<file path="config.mk">
export PLATFORM = sky130hd
export DESIGN_NAME = mlow_frame_stim_gen
export DESIGN_NICKNAME = d
export VERILOG_FILES = /design/src/rtl/mlow_stim_pkg.sv /design/src/rtl/mlow_pkt_monitor.sv /design/src/rtl/mlow_frame_stim_gen.sv
export SDC_FILE = /design/constraint.sdc
export NUM_CORES = 1
export LEC_CHECK = 0
export CAP_MARGIN = 5
export CORE_ASPECT_RATIO = 0.5
export CORE_MARGIN = 5
export CORE_UTILIZATION = 45
export DETAILED_ROUTE_END_ITERATION = 10
export HOLD_SLACK_MARGIN = 0.1
export PLACE_DENSITY = 0.66
export SLEW_MARGIN = 20
export SYNTH_ARGS = -nofsm -noshare
export SYNTH_HDL_FRONTEND = slang
export SYNTH_SLANG_ARGS = --single-unit
export TNS_END_PERCENT = 10
</file>
<file path="constraint.sdc">
create_clock -name clk_i -period 4.8 [get_ports clk_i]
set_input_delay 0.96 -clock clk_i [delete_from_list [all_inputs] [get_ports clk_i]]
set_output_delay 0.96 -clock clk_i [all_outputs]
set_load 0.1 [all_outputs]
</file>
<file path="src/rtl/mlow_stim_pkg.sv">
// ---------------------------------------------------------------------------
// mlow_stim_pkg
// Shared types and constants for the mlow_codec frame stimulus generator:
//   pattern_e      - sample pattern selector encoding
//   stim_state_e   - generator FSM state encoding
//   LFSR_POLY      - 16-bit LFSR polynomial mask
//   LFSR_SEED_DEFAULT - default LFSR reset/load value
//   lfsr_step()    - one LFSR advance
// ---------------------------------------------------------------------------
package mlow_stim_pkg;

    typedef enum logic [1:0] {
        PAT_RAMP  = 2'd0,
        PAT_CONST = 2'd1,
        PAT_LFSR  = 2'd2,
        PAT_ALT   = 2'd3
    } pattern_e;

    typedef enum logic [2:0] {
        ST_IDLE = 3'd0,
        ST_SEND = 3'd1,
        ST_SGAP = 3'd2,
        ST_FGAP = 3'd3,
        ST_DONE = 3'd4
    } stim_state_e;

    localparam logic [15:0] LFSR_POLY         = 16'hB400;
    localparam logic [15:0] LFSR_SEED_DEFAULT = 16'hACE1;

    // Right-shifting register on the x^16+x^14+x^13+x^11+1 polynomial. The
    // feedback taps are LFSR_POLY bit-mirrored onto the low end of the
    // register, which gives ACE1 -> 5670 -> AB38 -> 559C from the default seed.
    function automatic logic [15:0] lfsr_step(input logic [15:0] s);
        logic [15:0] taps;
        for (int i = 0; i < 16; i++) begin
            taps[i] = LFSR_POLY[15-i];
        end
        return {^(s & taps), s[15:1]};
    endfunction

endpackage

</file>
<file path="src/rtl/mlow_pkt_monitor.sv">
// ---------------------------------------------------------------------------
// mlow_pkt_monitor
// Passive framing checker for the codec packet bus.
//   clk_i, reset_i        - clock, asynchronous active-high reset
//   clear_i               - clears packet count and sticky error (run start)
//   packet_valid_i/ready_i- handshake; only completed beats are examined
//   packet_start_i/end_i  - framing markers
//   packets_seen_o        - wrapping count of end beats
//   protocol_error_o      - sticky start/end framing error
// ---------------------------------------------------------------------------
module mlow_pkt_monitor #(
    parameter int CNT_W = 8
) (
    input  logic             clk_i,
    input  logic             reset_i,
    input  logic             clear_i,
    input  logic             packet_valid_i,
    input  logic             packet_ready_i,
    input  logic             packet_start_i,
    input  logic             packet_end_i,
    output logic [CNT_W-1:0] packets_seen_o,
    output logic             protocol_error_o
);

    logic in_pkt;
    logic beat;
    logic bad;

    assign beat = packet_valid_i && packet_ready_i;
    // A start+end beat is a complete one-beat packet, so an end with start
    // on the same beat is legal even outside a packet.
    assign bad  = (packet_start_i && in_pkt) ||
                  (packet_end_i && !in_pkt && !packet_start_i);

    always_ff @(posedge clk_i or posedge reset_i) begin
        if (reset_i) begin
            in_pkt           <= 1'b0;
            packets_seen_o   <= '0;
            protocol_error_o <= 1'b0;
        end else begin
            if (beat) begin
                if (packet_start_i)    in_pkt <= !packet_end_i;
                else if (packet_end_i) in_pkt <= 1'b0;
            end
            if (clear_i) begin
                packets_seen_o   <= '0;
                protocol_error_o <= 1'b0;
            end else begin
                if (beat && packet_end_i) packets_seen_o   <= packets_seen_o + 1'b1;
                if (beat && bad)          protocol_error_o <= 1'b1;
            end
        end
    end

endmodule

</file>
<file path="src/rtl/mlow_frame_stim_gen.sv">
// ---------------------------------------------------------------------------
// mlow_frame_stim_gen
// Frame-structured multi-channel audio stimulus source for mlow_codec, with a
// packet-framing monitor on the codec output.
//   clk_i, reset_i         - clock, asynchronous active-high reset
//   start_i, abort_i       - run control
//   pattern_sel_i, base_value_i, num_frames_i, sample_gap_i, frame_gap_i
//                          - run configuration, latched on start
//   audio_*                - registered valid/ready sample stream to the codec
//   packet_*_i             - codec packet bus, observed only
//   busy_o, done_o         - run status
//   frames_sent_o, packets_seen_o, protocol_error_o - run statistics
// ---------------------------------------------------------------------------
module mlow_frame_stim_gen
    import mlow_stim_pkg::*;
#(
    parameter int          DATA_WIDTH   = 16,
    parameter int          FRAME_SIZE   = 16,
    parameter int          NUM_CHANNELS = 1,
    parameter int          CNT_W        = 8,
    parameter int          GAP_W        = 8,
    parameter logic [15:0] LFSR_SEED    = LFSR_SEED_DEFAULT,
    localparam int         CH_W         = (NUM_CHANNELS > 1) ? $clog2(NUM_CHANNELS) : 1
) (
    input  logic                  clk_i,
    input  logic                  reset_i,
    input  logic                  start_i,
    input  logic                  abort_i,
    input  logic [1:0]            pattern_sel_i,
    input  logic [DATA_WIDTH-1:0] base_value_i,
    input  logic [CNT_W-1:0]      num_frames_i,
    input  logic [GAP_W-1:0]      sample_gap_i,
    input  logic [GAP_W-1:0]      frame_gap_i,
    output logic [DATA_WIDTH-1:0] audio_data_o,
    output logic [CH_W-1:0]       audio_channel_o,
    output logic                  audio_valid_o,
    input  logic                  audio_ready_i,
    output logic                  audio_last_o,
    input  logic                  packet_valid_i,
    input  logic                  packet_ready_i,
    input  logic                  packet_start_i,
    input  logic                  packet_end_i,
    output logic                  busy_o,
    output logic                  done_o,
    output logic [CNT_W-1:0]      frames_sent_o,
    output logic [CNT_W-1:0]      packets_seen_o,
    output logic                  protocol_error_o
);

    localparam int              SLOT_W    = (FRAME_SIZE > 1) ? $clog2(FRAME_SIZE) : 1;
    localparam logic [CH_W-1:0]   LAST_CH   = CH_W'(NUM_CHANNELS - 1);
    localparam logic [SLOT_W-1:0] LAST_SLOT = SLOT_W'(FRAME_SIZE - 1);

    function automatic logic [DATA_WIDTH-1:0] pattern_value(
        input pattern_e              p,
        input logic [DATA_WIDTH-1:0] base,
        input logic [DATA_WIDTH-1:0] g,
        input logic [15:0]           lf,
        input logic [CH_W-1:0]       c
    );
        logic [DATA_WIDTH-1:0]    cx;
        logic [DATA_WIDTH+15:0]   lx;
        logic [DATA_WIDTH-1:0]    result;
        cx = DATA_WIDTH'(c);
        lx = {{DATA_WIDTH{1'b0}}, lf};
        case (p)
            PAT_RAMP:  result = base + g + cx;
            PAT_CONST: result = base + cx;
            PAT_LFSR:  result = lx[DATA_WIDTH-1:0] + cx;
            default:   result = g[0] ? ((-base) + cx) : (base + cx);
        endcase
        return result;
    endfunction

    stim_state_e           state;
    pattern_e              cfg_pat;
    logic [DATA_WIDTH-1:0] cfg_base;
    logic [CNT_W-1:0]      cfg_frames;
    logic [GAP_W-1:0]      cfg_sgap;
    logic [GAP_W-1:0]      cfg_fgap;
    logic [GAP_W-1:0]      gap_cnt;
    logic [SLOT_W-1:0]     slot;
    logic [CH_W-1:0]       chan;
    logic [DATA_WIDTH-1:0] g;
    logic [15:0]           lfsr;

    logic                  fire;
    logic                  last_chan;
    logic                  last_slot;
    logic [CNT_W-1:0]      frames_inc;
    logic [SLOT_W-1:0]     slot_nxt;
    logic [CH_W-1:0]       chan_nxt;
    logic [DATA_WIDTH-1:0] g_nxt;
    logic [15:0]           lfsr_nxt;
    logic [DATA_WIDTH-1:0] beat_data;
    logic                  beat_last;
    logic [DATA_WIDTH-1:0] start_data;
    logic                  start_accept;

    assign start_accept = (state == ST_IDLE) && start_i;
    assign fire         = (state == ST_SEND) && audio_valid_o && audio_ready_i;
    assign last_chan    = (chan == LAST_CH);
    assign last_slot    = (slot == LAST_SLOT);
    assign frames_inc   = frames_sent_o + 1'b1;
    assign busy_o       = (state == ST_SEND) || (state == ST_SGAP) || (state == ST_FGAP);
    assign done_o       = (state == ST_DONE);

    // Position of the beat that follows the current one. Outside a completed
    // beat it is the current position, which is what a gap exit presents.
    always_comb begin
        chan_nxt = chan;
        slot_nxt = slot;
        g_nxt    = g;
        lfsr_nxt = lfsr;
        if (fire) begin
            if (last_chan) begin
                chan_nxt = '0;
                slot_nxt = last_slot ? '0 : slot + 1'b1;
                g_nxt    = g + 1'b1;
                lfsr_nxt = lfsr_step(lfsr);
            end else begin
                chan_nxt = chan + 1'b1;
            end
        end
    end

    assign beat_data  = pattern_value(cfg_pat, cfg_base, g_nxt, lfsr_nxt, chan_nxt);
    assign beat_last  = (chan_nxt == LAST_CH) && (slot_nxt == LAST_SLOT);
    assign start_data = pattern_value(pattern_e'(pattern_sel_i), base_value_i, '0, LFSR_SEED, '0);

    always_ff @(posedge clk_i or posedge reset_i) begin
        if (reset_i) begin
            state           <= ST_IDLE;
            cfg_pat         <= PAT_RAMP;
            cfg_base        <= '0;
            cfg_frames      <= '0;
            cfg_sgap        <= '0;
            cfg_fgap        <= '0;
            gap_cnt         <= '0;
            slot            <= '0;
            chan            <= '0;
            g               <= '0;
            lfsr            <= LFSR_SEED;
            frames_sent_o   <= '0;
            audio_data_o    <= '0;
            audio_channel_o <= '0;
            audio_valid_o   <= 1'b0;
            audio_last_o    <= 1'b0;
        end else begin
            case (state)
                ST_IDLE: begin
                    if (start_i) begin
                        cfg_pat         <= pattern_e'(pattern_sel_i);
                        cfg_base        <= base_value_i;
                        cfg_frames      <= num_frames_i;
                        cfg_sgap        <= sample_gap_i;
                        cfg_fgap        <= frame_gap_i;
                        gap_cnt         <= '0;
                        slot            <= '0;
                        chan            <= '0;
                        g               <= '0;
                        lfsr            <= LFSR_SEED;
                        frames_sent_o   <= '0;
                        state           <= ST_SEND;
                        audio_valid_o   <= 1'b1;
                        audio_data_o    <= start_data;
                        audio_channel_o <= '0;
                        audio_last_o    <= (LAST_CH == '0) && (LAST_SLOT == '0);
                    end
                end
                ST_SEND: begin
                    if (fire) begin
                        chan <= chan_nxt;
                        slot <= slot_nxt;
                        g    <= g_nxt;
                        lfsr <= lfsr_nxt;
                        if (last_chan && last_slot) frames_sent_o <= frames_inc;
                        // Abort is only honoured once the pending beat is taken.
                        if (abort_i) begin
                            state         <= ST_IDLE;
                            audio_valid_o <= 1'b0;
                        end else if (last_chan && last_slot &&
                                     cfg_frames != '0 && frames_inc == cfg_frames) begin
                            state         <= ST_DONE;
                            audio_valid_o <= 1'b0;
                        end else if (last_chan && last_slot && cfg_fgap != '0) begin
                            state         <= ST_FGAP;
                            gap_cnt       <= cfg_fgap;
                            audio_valid_o <= 1'b0;
                        end else if (last_chan && !last_slot && cfg_sgap != '0) begin
                            state         <= ST_SGAP;
                            gap_cnt       <= cfg_sgap;
                            audio_valid_o <= 1'b0;
                        end else begin
                            audio_data_o    <= beat_data;
                            audio_channel_o <= chan_nxt;
                            audio_last_o    <= beat_last;
                        end
                    end
                end
                ST_SGAP, ST_FGAP: begin
                    // gap_cnt counts the idle cycles still to spend, including this one.
                    if (abort_i) begin
                        state <= ST_IDLE;
                    end else if (gap_cnt <= GAP_W'(1)) begin
                        state           <= ST_SEND;
                        audio_valid_o   <= 1'b1;
                        audio_data_o    <= beat_data;
                        audio_channel_o <= chan_nxt;
                        audio_last_o    <= beat_last;
                    end else begin
                        gap_cnt <= gap_cnt - 1'b1;
                    end
                end
                ST_DONE: state <= ST_IDLE;
                default: state <= ST_IDLE;
            endcase
        end
    end

    mlow_pkt_monitor #(
        .CNT_W (CNT_W)
    ) u_pkt_monitor (
        .clk_i            (clk_i),
        .reset_i          (reset_i),
        .clear_i          (start_accept),
        .packet_valid_i   (packet_valid_i),
        .packet_ready_i   (packet_ready_i),
        .packet_start_i   (packet_start_i),
        .packet_end_i     (packet_end_i),
        .packets_seen_o   (packets_seen_o),
        .protocol_error_o (protocol_error_o)
    );

endmodule

</file>
# ---- Yosys cells after proc, flatten, opt, wreduce, memory -nomap -nowiden
# Index checks and enable logic that the tools add are counted.
dict set report word_totals {
  regBits 127
  output_inout_bits 38
  wordCells 185
}
dict set report classes {
  addsub 12
  bitwise 2
  reduce_logical 43
  n_lt_le_gt_ge 1
  eq_ne 23
  n_mux 85
}
# operator n
set op_table {}
lappend op_table {{two-way mux 16 bit} 18}
lappend op_table {{two-way mux 8 bit} 12}
lappend op_table {{one-hot mux 16 bit (3 select lines)} 2}
lappend op_table {{adder 16 x 1 -> 16 bit} 4}
lappend op_table {{one-hot mux 16 bit (2 select lines)} 2}
lappend op_table {{two-way mux 1 bit} 30}
lappend op_table {{two-way mux 3 bit} 8}
lappend op_table {{one-hot mux 8 bit (3 select lines)} 1}
lappend op_table {{nonzero test 8 bit} 3}
lappend op_table {{two-way mux 4 bit} 5}
lappend op_table {{inequality test 2 bit, second input constant} 9}
lappend op_table {{adder 16 x 1 -> 16 bit, second input constant} 1}
lappend op_table {{adder 16 bit} 1}
lappend op_table {{adder 8 x 1 -> 8 bit, second input constant} 2}
lappend op_table {{logical AND 1 bit} 16}
lappend op_table {{negation 16 bit} 1}
lappend op_table {{one-hot mux 8 bit (2 select lines)} 1}
lappend op_table {{parity 16 bit} 1}
lappend op_table {{one-hot mux 1 bit (3 select lines)} 3}
lappend op_table {{one-hot mux 3 bit (3 select lines)} 1}
lappend op_table {{AND reduction 9 bit} 1}
lappend op_table {{== test 4 bit, second input constant} 2}
lappend op_table {{== test 8 bit} 1}
lappend op_table {{<= comparator 8 x 1 -> 1 bit, second input constant} 1}
lappend op_table {{27 further kinds} 40}

# ---- Logic depth before layout (Yosys ltp)
# Gate-level depths: netlist (run 1).
dict set report logic_depth {
  word_depth 13
  ltp_mapped 20
  depth_no_buf 15
}

# ---- Modules after synthesis
# Synthesis (run 1) repeated with hierarchy kept, for this count alone.
dict set report unflattened {
  hier_cells 1055
  hier_area_um2 8669.6
}
# mod seq_area_each_um2 area_per_inst_um2 cells_each n_inst
set modules_own_cells {}
lappend modules_own_cells {mlow_frame_stim_gen 2937.8 8169.1 1006 1}
lappend modules_own_cells {mlow_pkt_monitor 250.2 500.5 49 1}

# ---- Worst setup path before layout (run 1)
# Ideal clock, no wire load.
dict set report synth_path {
  path_type {flip-flop to flip-flop}
  start {register audio_valid_o}
  end {register audio_data_o[12]}
  setup_slack_ns 0.377
  path_buffers 3
  t_arrival_ns 4.288
  path_stages_with_launch 17
  required_time_ns 4.665
  path_cell_list {dfrtp_1 nand3b_1 nor2_1 buf_2 buf_2 buf_1 nand2_1 nand2_1 ha_1 ha_1 nand3_1 a2111oi_0 a22oi_1 a311oi_1 a221oi_1 a32oi_1 o21ai_0}
}
dict set report synth_between {
  elab_chain_cells 12
  word_cells_on_any_way 22
  cone_classes {add/sub: 5; eq/ne: 1; mux: 13; reduce/logical: 3}
}
# item line_no
set synth_lines {}
lappend synth_lines {{from (decl)} mlow_frame_stim_gen.sv:36} ;# output logic audio_valid_o,
lappend synth_lines {{from (signal assigned)} mlow_frame_stim_gen.sv:147} ;# audio_valid_o <= 1'b0;
lappend synth_lines {{from (signal assigned)} mlow_frame_stim_gen.sv:165} ;# audio_valid_o <= 1'b1;
lappend synth_lines {{from (signal assigned)} mlow_frame_stim_gen.sv:181} ;# audio_valid_o <= 1'b0;
lappend synth_lines {{logical AND 1 bit (*) (2 in a row)} mlow_frame_stim_gen.sv:101} ;# assign fire = (state == ST_SEND) && audio_valid_o && audio_ready_i;
lappend synth_lines {{two-way mux 16 bit / two-way mux 1 bit (equally long branches)} mlow_frame_stim_gen.sv:115} ;# if (fire) begin
lappend synth_lines {{adder 16 bit (tied with other cells)} mlow_frame_stim_gen.sv:67} ;# PAT_RAMP: result = base + g + cx;
lappend synth_lines {{adder 16 x 1 -> 16 bit / two-way mux 16 bit (equally long branches)} {mlow_frame_stim_gen.sv:67, mlow_frame_stim_gen.sv:70}}
lappend synth_lines {{one-hot mux 16 bit (3 select lines)} mlow_frame_stim_gen.sv:66} ;# case (p)
lappend synth_lines {{two-way mux 16 bit} mlow_frame_stim_gen.sv:190} ;# end else if (last_chan && !last_slot && cfg_sgap != '0) begin
lappend synth_lines {{two-way mux 16 bit} mlow_frame_stim_gen.sv:186} ;# end else if (last_chan && last_slot && cfg_fgap != '0) begin
lappend synth_lines {{two-way mux 16 bit} mlow_frame_stim_gen.sv:182} ;# end else if (last_chan && last_slot &&
lappend synth_lines {{two-way mux 16 bit} mlow_frame_stim_gen.sv:179} ;# if (abort_i) begin
lappend synth_lines {{two-way mux 16 bit} mlow_frame_stim_gen.sv:172} ;# if (fire) begin
lappend synth_lines {{one-hot mux 16 bit (3 select lines)} mlow_frame_stim_gen.sv:150} ;# case (state)
lappend synth_lines {{to (signal assigned)} mlow_frame_stim_gen.sv:166} ;# audio_data_o <= start_data;
lappend synth_lines {{to (signal assigned)} mlow_frame_stim_gen.sv:195} ;# audio_data_o <= beat_data;
lappend synth_lines {{to (signal assigned)} mlow_frame_stim_gen.sv:208} ;# audio_data_o <= beat_data;
lappend synth_lines {{to (decl)} mlow_frame_stim_gen.sv:34} ;# output logic [DATA_WIDTH-1:0] audio_data_o,
# Every way passes the cells marked *; elsewhere a longest branch is shown, timed or not. The select of a mux whose other input is x is not followed.
# A chain may end at the register's enable or synchronous reset.

# ---- Worst setup path after layout (run 1)
dict set report layout_path {
  start {input port audio_ready_i}
  end {register audio_data_o[15]}
}
dict set report layout_between {
  elab_chain_cells 11
  word_cells_on_any_way 21
  cone_classes {add/sub: 5; eq/ne: 1; mux: 13; reduce/logical: 2}
}
# item line_no
set layout_lines {}
lappend layout_lines {{from (decl)} mlow_frame_stim_gen.sv:37} ;# input logic audio_ready_i,
lappend layout_lines {{logical AND 1 bit (*)} mlow_frame_stim_gen.sv:101}
lappend layout_lines {{two-way mux 16 bit / two-way mux 1 bit (equally long branches)} mlow_frame_stim_gen.sv:115}
lappend layout_lines {{adder 16 bit (tied with other cells)} mlow_frame_stim_gen.sv:67}
lappend layout_lines {{adder 16 x 1 -> 16 bit / two-way mux 16 bit (equally long branches)} {mlow_frame_stim_gen.sv:67, mlow_frame_stim_gen.sv:70}}
lappend layout_lines {{one-hot mux 16 bit (3 select lines)} mlow_frame_stim_gen.sv:66}
lappend layout_lines {{two-way mux 16 bit} mlow_frame_stim_gen.sv:190}
lappend layout_lines {{two-way mux 16 bit} mlow_frame_stim_gen.sv:186}
lappend layout_lines {{two-way mux 16 bit} mlow_frame_stim_gen.sv:182}
lappend layout_lines {{two-way mux 16 bit} mlow_frame_stim_gen.sv:179}
lappend layout_lines {{two-way mux 16 bit} mlow_frame_stim_gen.sv:172}
lappend layout_lines {{one-hot mux 16 bit (3 select lines)} mlow_frame_stim_gen.sv:150}
# Marked as above.

==> impl_metrics.xml, run 1 <==
<?xml version="1.0" encoding="UTF-8"?>
<metrics>
  <group name="floorplan">
    <metric name="floorplan.rows" unit="">35</metric>
    <metric name="die_height" unit="um">108</metric>
    <metric name="floorplan.initialDensity" unit="%">46.2</metric>
    <metric name="boundaryPins" unit="">89</metric>
    <metric name="die-area" unit="sq um">22100</metric>
    <metric name="core_region_area" unit="sq um">18600</metric>
    <metric name="chipWidth" unit="um">205</metric>
  </group>
  <group name="final_layout">
    <metric name="layout-area-overhead-vs-synth" unit="%">21.6</metric>
    <metric name="final.fill_count" unit="">1733</metric>
    <metric name="final_nets" unit="">1228</metric>
    <metric name="share_of_final_layout_standard_cells_stronger_than_drive_strength_1" unit="%">8.64</metric>
    <metric name="insertedDiodeCount" unit="">0</metric>
    <metric name="postLayoutCellArea" unit="sq um">10400</metric>
    <metric name="postLayoutCoreUtil" unit="%">56.2</metric>
  </group>
  <group name="cts">
    <metric name="clock_tree.root_cell" unit="">sky130_fd_sc_hd__clkbuf_16</metric>
    <metric name="tritoncts" unit="">built</metric>
    <metric name="clock_tree.buffer_depth" unit="">2</metric>
    <metric name="clkLatencyLatePin" unit="ps">430</metric>
    <metric name="cts.clk_slew.worst_paths" unit="ps">60</metric>
    <metric name="cts.htree.levels" unit="">4</metric>
    <metric name="cts_hold_buffers" unit="">0</metric>
    <metric name="clkSinkCount" unit="">127</metric>
    <metric name="cts_inserted_buffers" unit="">17</metric>
  </group>
  <group name="logic_synthesis">
    <metric name="synth.avg_cell_area" unit="sq um">8.06</metric>
    <metric name="cell_type_contributing_the_most_total_cell_area_after_synthesis" unit="">sky130_fd_sc_hd__dfrtp_1</metric>
    <metric name="synth_fp_nets" unit="">1148</metric>
    <metric name="synth.lib_cells_used.distinct" unit="">68</metric>
    <metric name="yosysWarnings" unit="">0</metric>
    <metric name="synth.top_cells.by_count" unit="">226 x sky130_fd_sc_hd__nand2_1, 119 x sky130_fd_sc_hd__dfrtp_1, 74 x sky130_fd_sc_hd__nor2_1</metric>
    <metric name="seq_area_frac_synth" unit="%">37.1</metric>
    <metric name="synth_most_common_cell" unit="">sky130_fd_sc_hd__nand2_1</metric>
    <metric name="syn-cell-area" unit="sq um">8590</metric>
    <metric name="synth_top_cells_by_area" unit="">sky130_fd_sc_hd__dfrtp_1 35%, sky130_fd_sc_hd__nand2_1 9.9%, sky130_fd_sc_hd__xnor2_1 4.4%</metric>
    <metric name="synth_cells" unit="">1066</metric>
    <metric name="asyncSetResetFlopFracSynth" unit="%">100</metric>
    <metric name="synth-edff-count" unit="">0</metric>
    <metric name="ys_seq_elements" unit="">127</metric>
    <metric name="synth.top_cell.area_share" unit="%">34.7</metric>
    <metric name="synth_ff_type" unit="">sky130_fd_sc_hd__dfrtp_1</metric>
  </group>
  <group name="global_route">
    <metric name="wire_length_of_the_first_global_routing_pass" unit="mm">42.6</metric>
    <metric name="global_route.overflow_total" unit="">0</metric>
    <metric name="grt_use_total" unit="%">24.4</metric>
    <metric name="grt_antenna_before_repair" unit="">0</metric>
    <metric name="grt_pass1_vias" unit="">7931</metric>
    <metric name="grt_start_max_net_pins" unit="">68</metric>
  </group>
  <group name="route">
    <metric name="route.detailed.wl_per_inst" unit="um">18.6</metric>
    <metric name="dr.first_iter.drc_count" unit="">668</metric>
    <metric name="route.detailed.vias_per_inst" unit="">5.87</metric>
    <metric name="first_pass_iters" unit="">7</metric>
    <metric name="drc_errors" unit="">0</metric>
    <metric name="postRouteWirelength" unit="mm">26.4</metric>
    <metric name="routed-via-count" unit="">8324</metric>
    <metric name="antenna_left" unit="">0</metric>
  </group>
  <group name="status">
    <metric name="outcome" unit="">finished clean</metric>
  </group>
  <group name="placement">
    <metric name="dp.final_hpwl" unit="mm">19.0</metric>
    <metric name="numPortBuffers" unit="">88</metric>
    <metric name="dpl_cell_area" unit="sq um">9850</metric>
    <metric name="gp_congestion" unit="">0.945</metric>
  </group>
  <group name="worst_hold_path">
    <metric name="worstHoldPathType" unit="">reg2reg</metric>
  </group>
  <group name="power">
    <metric name="pwr_density_cell" unit="nW/um^2">674</metric>
    <metric name="final_power" unit="mW">7.04</metric>
    <metric name="leakagePower" unit="nW">4.65</metric>
    <metric name="vdd_ir_drop_max" unit="V">0.000502</metric>
  </group>
  <group name="sta">
    <metric name="final_critical_path_required_period" unit="ps">4510</metric>
    <metric name="report.final.hold_viol_count" unit="">0</metric>
    <metric name="rsz_0062_raised_after_global_routing" unit="">false</metric>
    <metric name="max_freq" unit="GHz">0.222</metric>
    <metric name="final_max_slew_viol_count" unit="">0</metric>
    <metric name="setup_total_negative_slack" unit="ps">0</metric>
    <metric name="final.setup_skew" unit="ps">9.50</metric>
    <metric name="min_period_over_period" unit="%">93.9</metric>
    <metric name="count_of_endpoints_failing_setup_in_the_final_report" unit="">0</metric>
    <metric name="worst_slew_pin_slew" unit="ps">994</metric>
    <metric name="slew_headroom" unit="%">33.6</metric>
  </group>
  <group name="setup_path">
    <metric name="start_kind" unit="">input pin</metric>
    <metric name="crit-reg2reg-capture" unit="">audio_data_o[15]</metric>
    <metric name="r2r_slack" unit="ps">620</metric>
    <metric name="timing.rr.start" unit="">state[1]</metric>
    <metric name="critPathMaxFanout" unit="">8</metric>
    <metric name="crit_arrival" unit="ps">4880</metric>
    <metric name="crit_path_end" unit="">audio_data_o[15]</metric>
    <metric name="worst-r2r-cell-count" unit="">12</metric>
    <metric name="required" unit="ps">5170</metric>
    <metric name="launching_element_of_the_worst_setup_path" unit="">audio_ready_i</metric>
    <metric name="worstSetupEndpointType" unit="">flop</metric>
    <metric name="worst-setup-path-type" unit="">in2reg</metric>
  </group>
  <group name="job">
    <metric name="max_cap_viol_count" unit="">0</metric>
  </group>
</metrics>
placed cells by master (no fill, tap or decap), types with 16 or more instances in the layout:
cell type and n:
sky130_fd_sc_hd__nand3_1 46, sky130_fd_sc_hd__xor2_1 22, sky130_fd_sc_hd__buf_4 44, sky130_fd_sc_hd__nor3_1 16, sky130_fd_sc_hd__o21ai_0 70, sky130_fd_sc_hd__clkbuf_16 17, sky130_fd_sc_hd__ha_1 29, sky130_fd_sc_hd__clkdlybuf4s50_1 87
sky130_fd_sc_hd__nand2_1 226, sky130_fd_sc_hd__inv_1 25, sky130_fd_sc_hd__a21oi_1 48, sky130_fd_sc_hd__mux2i_1 16, sky130_fd_sc_hd__nor2_1 73, sky130_fd_sc_hd__dfrtp_1 119, sky130_fd_sc_hd__xnor2_1 43
state kept, by name, summed over array words and instances, names as in the netlist, 2 cells and up:
register and cells:
audio_data_o 16, g 16, u_pkt_monitor.packets_seen_o 8, cfg_pat 2, cfg_base 16, lfsr 16
cfg_sgap 8, state 3, cfg_fgap 8, cfg_frames 8, gap_cnt 8, slot 4
frames_sent_o 8
what timing repair did:
| action | in CTS | in global routing |
|---|---|---|
| endpoints found under the hold margin | 0 | 0 |
| setup endpoints to repair | 0 | 1 |
| gates resized for setup | 0 | 1 |
| setup buffers | 0 | 0 |
area by class of cell:
cell class | count | area (sq um) | share of cell area (%)
well taps | 259 | 324 | 3.10
multi-input cells | 843 | 5030 | 48.2
flip-flops and latches | 127 | 3190 | 30.5
clock inverters | 14 | 169 | 1.62
inverters | 26 | 100 | 0.959
clock buffers | 17 | 425 | 4.07
repair buffers | 131 | 1200 | 11.5
layer usage:
| layer | global-route usage (%) | share of wire [%] |
|---|---|---|
| met1 | 36.0 | 49 |
| met4 | 7.16 | 1.6 |
| met3 | 4.33 | 6.8 |
| met2 | 36.4 | 42 |
| met5 | 0 | 0 |
how the worst min path moves through the flow:
| stage | from | cells past startpoint | to | slack, ps |
|---|---|---|---|---|
| 6_report | audio_data_o[1] | 2 | audio_data_o[1] | 490 |
| 5_1_grt | audio_data_o[5] | 1 | audio_data_o[5] | 510 |
| 4_1_cts | audio_data_o[11] | 1 | audio_data_o[11] | 490 |
| 3_5_place_dp | audio_data_o[6] | 2 | audio_data_o[6] | 470 |
| 3_3_place_gp | audio_data_o[7] | 2 | audio_data_o[7] | 470 |
| 2_1_floorplan | cfg_sgap[2] | 2 | cfg_sgap[2] | 470 |
cell families (layout without fill, tap and decap cells):
group           count (synthesis)  after routing  synth area share (%)
flops                         127            127                  37.1
simple gates                  472            472                  25.3
compound gates                256            256                  19.4
mux                            19             19                  2.26
fa+ha+maj                      31             31                  4.69
xor+xnor                       65             65                  6.63
buf+inv                        96            188                  4.55
power breakdown:
group	leakage [nW]	internal [mW]	switching, mW
combinational	2.74	1.23	2.48
clock	0.289	0.813	0.528
sequential	1.63	1.46	0.529
total	4.65	3.50	3.53
through the flow:
| stage | setup slack (ps) | hold slack (ps) | cells |
|---|---|---|---|
| finish | 293 | 489 | 1417 |
| CTS | 366 | 494 | 1417 |
| floorplan | 377 | 467 | 1066 |
| detailed placement | -48.5 | 466 | 1386 |
| global route | 50.5 | 513 | 1417 |
| global placement | 69.0 | 472 | 1386 |
critical path: stages:
cell and delay [ps]:
sky130_fd_sc_hd__clkdlybuf4s50_1 550, sky130_fd_sc_hd__nand3b_1 280, sky130_fd_sc_hd__nor4_1 520, sky130_fd_sc_hd__nand3_1 170
sky130_fd_sc_hd__xnor2_1 240, sky130_fd_sc_hd__ha_1 280, sky130_fd_sc_hd__a211o_1 310, sky130_fd_sc_hd__a211oi_1 260
sky130_fd_sc_hd__a21oi_1 160, sky130_fd_sc_hd__a41o_1 290, sky130_fd_sc_hd__or4_1 470, sky130_fd_sc_hd__a41oi_1 220
sky130_fd_sc_hd__o31a_1 150
Note: power is estimated with default switching activity, not from simulation.
==> run 2, diff against run 1 <==
CTS_BUF_LIST = sky130_fd_sc_hd__clkbuf_8   (was unset)
==> impl_metrics.xml, run 2 (synthesis results as in run 1) <==
<?xml version="1.0" encoding="UTF-8"?>
<metrics>
  <group name="sta">
    <metric name="max_freq" unit="GHz">0.222</metric>
    <metric name="min_period_over_period" unit="%">94.0</metric>
    <metric name="final_critical_path_required_period" unit="ps">4510</metric>
    <metric name="report.final.hold_viol_count" unit="">0</metric>
    <metric name="worst_slew_pin_slew" unit="ps">994</metric>
    <metric name="final.setup_skew" unit="ps">13.8</metric>
    <metric name="fin_worst_hold_slack" unit="ps">491</metric>
    <metric name="count_of_endpoints_failing_setup_in_the_final_report" unit="">0</metric>
    <metric name="rsz_0062_raised_after_global_routing" unit="">false</metric>
    <metric name="slew_headroom" unit="%">33.6</metric>
    <metric name="final_max_slew_viol_count" unit="">0</metric>
  </group>
  <group name="cts">
    <metric name="cts_setup_buffers" unit="">0</metric>
    <metric name="clkLatencyLatePin" unit="ps">450</metric>
    <metric name="clkSinkCount" unit="">127</metric>
    <metric name="clock_tree.buffer_depth" unit="">2</metric>
    <metric name="cts_inserted_buffers" unit="">17</metric>
    <metric name="cts.htree.levels" unit="">4</metric>
    <metric name="clock_tree.root_cell" unit="">sky130_fd_sc_hd__clkbuf_8</metric>
    <metric name="cts_hold_buffers" unit="">0</metric>
    <metric name="cts_resized" unit="">0</metric>
    <metric name="cts.clk_slew.worst_paths" unit="ps">80</metric>
    <metric name="tritoncts" unit="">built</metric>
  </group>
  <group name="floorplan">
    <metric name="floorplan.rows" unit="">35</metric>
    <metric name="floorplan.initialDensity" unit="%">46.2</metric>
    <metric name="chipWidth" unit="um">205</metric>
    <metric name="die-area" unit="sq um">22100</metric>
    <metric name="boundaryPins" unit="">89</metric>
    <metric name="die_height" unit="um">108</metric>
    <metric name="core_region_area" unit="sq um">18600</metric>
  </group>
  <group name="global_route">
    <metric name="grt_use_total" unit="%">24.2</metric>
    <metric name="grt_antenna_before_repair" unit="">0</metric>
    <metric name="grt_start_max_net_pins" unit="">68</metric>
    <metric name="wire_length_of_the_first_global_routing_pass" unit="mm">42.5</metric>
    <metric name="grt_pass1_vias" unit="">7904</metric>
    <metric name="global_route.overflow_total" unit="">0</metric>
  </group>
  <group name="final_layout">
    <metric name="layout-area-overhead-vs-synth" unit="%">19.4</metric>
    <metric name="layout.cells.most_common_list" unit="">226 x sky130_fd_sc_hd__nand2_1, 119 x sky130_fd_sc_hd__dfrtp_1, 87 x sky130_fd_sc_hd__clkdlybuf4s50_1</metric>
    <metric name="mostFrequentLayoutCell" unit="">sky130_fd_sc_hd__nand2_1</metric>
    <metric name="multi_input_area" unit="sq um">5030</metric>
    <metric name="insertedDiodeCount" unit="">0</metric>
    <metric name="area.sequential" unit="sq um">3190</metric>
    <metric name="share_of_final_layout_standard_cells_stronger_than_drive_strength_1" unit="%">8.64</metric>
    <metric name="final_nets" unit="">1228</metric>
    <metric name="postLayoutCellArea" unit="sq um">10200</metric>
    <metric name="final.fill_count" unit="">1772</metric>
  </group>
  <group name="worst_hold_path">
    <metric name="worstHoldPathType" unit="">reg2reg</metric>
  </group>
  <group name="setup_path">
    <metric name="required" unit="ps">5190</metric>
    <metric name="start_kind" unit="">input pin</metric>
    <metric name="worstSetupEndpointType" unit="">flop</metric>
    <metric name="critPathMaxFanout" unit="">8</metric>
    <metric name="worst-setup-path-type" unit="">in2reg</metric>
    <metric name="crit_arrival" unit="ps">4910</metric>
    <metric name="r2r_slack" unit="ps">600</metric>
  </group>
  <group name="job">
    <metric name="max_cap_viol_count" unit="">0</metric>
  </group>
  <group name="power">
    <metric name="clockPowerShare" unit="%">14.8</metric>
    <metric name="sw_frac_of_total" unit="%">52.1</metric>
    <metric name="leakagePower" unit="nW">4.57</metric>
    <metric name="power.net_switching" unit="mW">3.48</metric>
    <metric name="p_int" unit="mW">3.20</metric>
    <metric name="seqPwrFrac" unit="%">29.8</metric>
    <metric name="p_comb_share" unit="%">55.5</metric>
    <metric name="vdd_ir_drop_max" unit="V">0.000504</metric>
    <metric name="pwr_density_cell" unit="nW/um^2">651</metric>
  </group>
  <group name="placement">
    <metric name="gp_congestion" unit="">0.945</metric>
    <metric name="dp.final_hpwl" unit="mm">19.0</metric>
    <metric name="numPortBuffers" unit="">88</metric>
    <metric name="dpl_cell_area" unit="sq um">9850</metric>
  </group>
  <group name="route">
    <metric name="routed-via-count" unit="">8316</metric>
    <metric name="postRouteWirelength" unit="mm">26.3</metric>
    <metric name="first_pass_iters" unit="">6</metric>
    <metric name="route.detailed.wl_per_inst" unit="um">18.5</metric>
    <metric name="dr.first_iter.drc_count" unit="">792</metric>
    <metric name="drc_errors" unit="">0</metric>
    <metric name="route.detailed.vias_per_inst" unit="">5.87</metric>
    <metric name="antenna_left" unit="">0</metric>
  </group>
  <group name="status">
    <metric name="outcome" unit="">finished clean</metric>
  </group>
</metrics>
==> run 2: cell counts in the layout (fill, tap and decap cells not counted) <==
No cell type changed its count.
==> run 2: path summary, 6_finish.rpt <==
path / depth (start not counted) / to / startpoint
max: 16 / audio_data_o[15] / audio_ready_i
min reg2reg: 2 / audio_data_o[1] / audio_data_o[1]
min: 2 / audio_data_o[1] / audio_data_o[1]
min in group asynchronous: 2 / frames_sent_o[3] / reset_i
max in group asynchronous: 3 / audio_data_o[10] / reset_i
max reg2reg: 12 / audio_data_o[15] / state[0]
==> run 2: metrics by stage <==
| step | util (%) | setup slack (ps) | setup TNS, ps | total power [mW] | cells |
|---|---|---|---|---|---|
| final | 55.2 | 287 | 0 | 6.67 | 1417 |
| after global routing | 55.2 | 17.1 | 0 | 7.11 | 1417 |
| after global placement | 53.0 | 69.0 | 0 | 5.60 | 1386 |
| after CTS | 55.2 | 397 | 0 | 6.66 | 1417 |
| after detailed placement | 53.0 | -48.5 | -48.5 | 5.64 | 1386 |
| after floorplan | - | 377 | 0 | 4.57 | 1066 |
==> run 2: area by class of cell <==
class | instances | area share, %
clock inverters | 14 | 1.65
inverters | 26 | 0.977
flip-flops and latches | 127 | 31.1
multi-input cells | 843 | 49.1
clock buffers | 17 | 2.28
repair buffers | 131 | 11.7
well taps | 259 | 3.16
==> run 2: critical path, stage by stage <==
cell and delay, ps:
sky130_fd_sc_hd__clkdlybuf4s50_1 560, sky130_fd_sc_hd__nand3b_1 280, sky130_fd_sc_hd__nor2_2 210, sky130_fd_sc_hd__nand4_1 150, sky130_fd_sc_hd__nor2_1 150, sky130_fd_sc_hd__and2_1 200
sky130_fd_sc_hd__nand4_1 150, sky130_fd_sc_hd__xnor2_1 200, sky130_fd_sc_hd__ha_1 220, sky130_fd_sc_hd__a211o_1 290, sky130_fd_sc_hd__a211oi_1 250, sky130_fd_sc_hd__a21oi_1 160
sky130_fd_sc_hd__a41o_1 290, sky130_fd_sc_hd__or4_1 470, sky130_fd_sc_hd__a41oi_1 230, sky130_fd_sc_hd__o31a_1 150
==> run 2: power groups by stage <==
stage	Clock [mW]	Sequential (mW)	Combinational [mW]
after floorplan	0	2.46	2.11
after detailed placement	0	1.98	3.66
final	0.986	1.99	3.70
after CTS	1.01	1.97	3.68
after global placement	0	1.97	3.63
after global routing	1.05	2.05	4.01
==> run 2: layer usage <==
| metal | global-route usage [%] | vias up | routed length, um |
|---|---|---|---|
| met3 | 4.43 | 26 | 1900 |
| met4 | 6.54 | 0 | 354 |
| met1 | 36.0 | 4056 | 12800 |
| met5 | 0 | - | 0 |
| met2 | 36.2 | 285 | 11200 |
| li1 | - | 3949 | - |
==> run 3, diff against run 2 <==
--- a/config.mk
+++ b/config.mk
@@ -18,2 +18,3 @@
 export SYNTH_HDL_FRONTEND = slang
+export SYNTH_HIERARCHICAL = 1
 export SYNTH_SLANG_ARGS = --single-unit
==> constraint.sdc (replaced) <==
create_clock -name clk_i -period 4.8 [get_ports clk_i]
set_input_delay 0.48 -clock clk_i [delete_from_list [all_inputs] [get_ports clk_i]]
set_output_delay 0.48 -clock clk_i [all_outputs]
set_load 0.1 [all_outputs]
==> impl_metrics.xml, run 3 <==
<?xml version="1.0" encoding="UTF-8"?>
<metrics>
  <group name="status">
    <metric name="outcome" unit="">finished clean</metric>
  </group>
  <group name="logic_synthesis">
    <metric name="synth.top_cell.area_share" unit="%">34.3</metric>
    <metric name="synth_most_common_cell" unit="">sky130_fd_sc_hd__nand2_1</metric>
    <metric name="synth-edff-count" unit="">0</metric>
    <metric name="asyncSetResetFlopFracSynth" unit="%">100</metric>
    <metric name="synth_top_cells_by_area" unit="">sky130_fd_sc_hd__dfrtp_1 34%, sky130_fd_sc_hd__nand2_1 9.4%, sky130_fd_sc_hd__xnor2_1 4.5%</metric>
    <metric name="syn-cell-area" unit="sq um">8670</metric>
    <metric name="cell_type_contributing_the_most_total_cell_area_after_synthesis" unit="">sky130_fd_sc_hd__dfrtp_1</metric>
    <metric name="synth.lib_cells_used.distinct" unit="">87</metric>
    <metric name="yosysWarnings" unit="">6</metric>
    <metric name="ys_seq_elements" unit="">127</metric>
    <metric name="synth.avg_cell_area" unit="sq um">8.22</metric>
    <metric name="seq_area_frac_synth" unit="%">36.8</metric>
    <metric name="synth_ff_type" unit="">sky130_fd_sc_hd__dfrtp_1</metric>
    <metric name="synth_cells" unit="">1055</metric>
    <metric name="synth.top_cells.by_count" unit="">216 x sky130_fd_sc_hd__nand2_1, 119 x sky130_fd_sc_hd__dfrtp_1, 69 x sky130_fd_sc_hd__a21oi_1, 69 x sky130_fd_sc_hd__nor2_1, 58 x sky130_fd_sc_hd__o21ai_0</metric>
    <metric name="synth_fp_nets" unit="">1137</metric>
  </group>
  <group name="route">
    <metric name="drc_errors" unit="">0</metric>
    <metric name="first_pass_iters" unit="">5</metric>
    <metric name="routed-via-count" unit="">8075</metric>
    <metric name="dr.first_iter.drc_count" unit="">684</metric>
    <metric name="route.detailed.wl_per_inst" unit="um">17.9</metric>
    <metric name="postRouteWirelength" unit="mm">25.1</metric>
    <metric name="route.detailed.vias_per_inst" unit="">5.78</metric>
    <metric name="antenna_left" unit="">0</metric>
  </group>
  <group name="setup_path">
    <metric name="critical_path.slowest_cell" unit="">sky130_fd_sc_hd__or3b_1</metric>
    <metric name="crit_arrival" unit="ps">4560</metric>
    <metric name="required" unit="ps">5100</metric>
    <metric name="start_kind" unit="">flop</metric>
    <metric name="critical_path.max_stage_delay" unit="ps">670</metric>
    <metric name="worst-setup-path-type" unit="">reg2reg</metric>
    <metric name="cell_by_cell_trace_of_the_critical_path" unit="">or3b_1, nor2_4, and3_1, nand2_1, xnor2_1, ha_1, and3_1, a21oi_1, nand4_1, a2111oi_0, buf_4, o31ai_1, a21oi_1, mux2i_1, a41oi_1</metric>
    <metric name="critical_path.top_delay_family" unit="">simple AND/OR/NAND/NOR gates</metric>
    <metric name="critPathMaxFanout" unit="">12</metric>
    <metric name="worstSetupEndpointType" unit="">flop</metric>
    <metric name="critical_path.n_buffers_inverters" unit="">1</metric>
  </group>
  <group name="cts">
    <metric name="cts_hold_buffers" unit="">0</metric>
    <metric name="cts.htree.levels" unit="">4</metric>
    <metric name="clkLatencyLatePin" unit="ps">460</metric>
    <metric name="cts_inserted_buffers" unit="">17</metric>
    <metric name="cts.clk_slew.worst_paths" unit="ps">90</metric>
    <metric name="tritoncts" unit="">built</metric>
    <metric name="clock_tree.buffer_depth" unit="">2</metric>
    <metric name="clkSinkCount" unit="">127</metric>
    <metric name="cts_resized" unit="">0</metric>
    <metric name="cts_setup_buffers" unit="">0</metric>
    <metric name="clock_tree.root_cell" unit="">sky130_fd_sc_hd__clkbuf_8</metric>
  </group>
  <group name="sta">
    <metric name="slew_headroom" unit="%">32.8</metric>
    <metric name="setup_total_negative_slack" unit="ps">0</metric>
    <metric name="rsz_0062_raised_after_global_routing" unit="">false</metric>
    <metric name="final.setup_skew" unit="ps">16.2</metric>
    <metric name="final_max_slew_viol_count" unit="">0</metric>
    <metric name="report.final.hold_viol_count" unit="">0</metric>
    <metric name="min_period_over_period" unit="%">88.9</metric>
    <metric name="final_critical_path_required_period" unit="ps">4270</metric>
    <metric name="count_of_endpoints_failing_setup_in_the_final_report" unit="">0</metric>
    <metric name="worst_slew_pin_slew" unit="ps">1000</metric>
    <metric name="max_freq" unit="GHz">0.234</metric>
  </group>
  <group name="placement">
    <metric name="numPortBuffers" unit="">88</metric>
    <metric name="gp_congestion" unit="">0.955</metric>
    <metric name="dp.final_hpwl" unit="mm">18.5</metric>
    <metric name="place_inst" unit="">1367</metric>
  </group>
  <group name="global_route">
    <metric name="grt_use_total" unit="%">22.9</metric>
    <metric name="global_route.overflow_total" unit="">0</metric>
    <metric name="grt_pass1_vias" unit="">7815</metric>
    <metric name="wire_length_of_the_first_global_routing_pass" unit="mm">41.1</metric>
    <metric name="grt_antenna_before_repair" unit="">0</metric>
    <metric name="grt_start_max_net_pins" unit="">52</metric>
  </group>
  <group name="worst_hold_path">
    <metric name="worstHoldPathType" unit="">in2async</metric>
  </group>
  <group name="floorplan">
    <metric name="chipWidth" unit="um">206</metric>
    <metric name="core_region_area" unit="sq um">18700</metric>
    <metric name="die-area" unit="sq um">22300</metric>
    <metric name="floorplan.rows" unit="">35</metric>
    <metric name="die_height" unit="um">108</metric>
    <metric name="floorplan.initialDensity" unit="%">46.5</metric>
    <metric name="boundaryPins" unit="">89</metric>
  </group>
  <group name="final_layout">
    <metric name="mostFrequentLayoutCell" unit="">sky130_fd_sc_hd__nand2_1</metric>
    <metric name="share_of_final_layout_standard_cells_stronger_than_drive_strength_1" unit="%">8.08</metric>
    <metric name="layout.cells.most_common_list" unit="">215 x sky130_fd_sc_hd__nand2_1, 119 x sky130_fd_sc_hd__dfrtp_1, 87 x sky130_fd_sc_hd__clkdlybuf4s50_1</metric>
    <metric name="final_nets" unit="">1209</metric>
    <metric name="layout-area-overhead-vs-synth" unit="%">17.5</metric>
    <metric name="insertedDiodeCount" unit="">0</metric>
    <metric name="final.fill_count" unit="">1789</metric>
    <metric name="final_cells" unit="">1398</metric>
  </group>
  <group name="job">
    <metric name="max_cap_viol_count" unit="">0</metric>
  </group>
  <group name="power">
    <metric name="pwr_density_cell" unit="nW/um^2">645</metric>
    <metric name="vdd_ir_drop_max" unit="V">0.000243</metric>
    <metric name="leakagePower" unit="nW">4.54</metric>
  </group>
</metrics>
-- run 3: cell types whose count changed after synthesis, sizes merged, moves of 5 or more --
cell	change
a21oi	+23
a22o	-5
nand2	-10
nor3	+6
nand3	-15
nand2b	-5
o211ai	-6
o22ai	-6
inv	+14
mux2i	+5
clkbuf	-14
-- run 3: stage by stage --
stage / setup WS, ps / hold WS [ps] / total power, mW / area [sq um] / util (%)
after floorplan: 172 / 320 / 4.56 / 8670 / -
after global placement: 509 / 479 / 5.53 / 9790 / 52.5
after detailed placement: 394 / 490 / 5.57 / 9790 / 52.5
after CTS: 561 / 393 / 6.56 / 10200 / 54.6
after global routing: 250 / 420 / 7.03 / 10200 / 54.6
final: 534 / 404 / 6.57 / 10200 / 54.6
-- run 3: final timing paths --
check | startpoint | endpoint | slack, ps | cells after the start
min in group clk_i | audio_last_o | audio_last_o | 500 | 1
max in group asynchronous | reset_i | lfsr[10] | 3360 | 3
worst min register to register | audio_last_o | audio_last_o | 500 | 1
worst max-delay path | state[1] | audio_data_o[15] | 530 | 15
worst max register to register | state[1] | audio_data_o[15] | 530 | 15
worst min-delay path | reset_i | u_pkt_monitor/packets_seen_o[6] | 400 | 2
-- run 3: report_power, final --
part           internal [mW]  total, mW  switching, mW
Clock                  0.517      0.973          0.456
Combinational           1.19       3.59           2.39
Sequential              1.46       2.01          0.551
Total                   3.17       6.57           3.40
-- run 3: layout make-up --
class                           instances  area, sq um  share of cell area [%]
Timing Repair Buffer                  110         1040                    10.2
Clock inverter                         13          149                    1.46
Tap cell                              259          324                    3.18
Multi-Input combinational cell        830         5080                    49.9
Inverter                               41          156                    1.53
Sequential cell                       127         3190                    31.3
Clock buffer                           18          248                    2.43
-- run 3: kinds of logic after synthesis --
| group | count (synthesis) | synth area share [%] |
|---|---|---|
| and+or+nand+nor | 436 | 24.0 |
| buffers and inverters | 98 | 4.65 |
| DFF | 127 | 36.8 |
| xor gates and xnor gates | 69 | 7.06 |
| muxes | 25 | 2.94 |
| adders and majority gates | 31 | 4.65 |
| AOI/OAI and AO/OA | 269 | 20.0 |
-- run 3: worst register-to-register path, stage by stage (launching register included) --
cell	delay (ps)
sky130_fd_sc_hd__dfrtp_1	490
sky130_fd_sc_hd__or3b_1	670
sky130_fd_sc_hd__nor2_4	210
sky130_fd_sc_hd__and3_1	200
sky130_fd_sc_hd__nand2_1	70
sky130_fd_sc_hd__xnor2_1	250
sky130_fd_sc_hd__ha_1	350
sky130_fd_sc_hd__and3_1	210
sky130_fd_sc_hd__a21oi_1	200
sky130_fd_sc_hd__nand4_1	180
sky130_fd_sc_hd__a2111oi_0	460
sky130_fd_sc_hd__buf_4	190
sky130_fd_sc_hd__o31ai_1	70
sky130_fd_sc_hd__a21oi_1	200
sky130_fd_sc_hd__mux2i_1	210
sky130_fd_sc_hd__a41oi_1	120
-- run 3: routing by layer --
| layer | wire (um) | GRT usage, % | up-vias |
|---|---|---|---|
| li1 | - | - | 3880 |
| met3 | 1950 | 5.39 | 39 |
| met1 | 11700 | 32.4 | 3838 |
| met4 | 398 | 6.31 | 0 |
| met2 | 11000 | 35.5 | 318 |
| met5 | 0 | 0 | - |
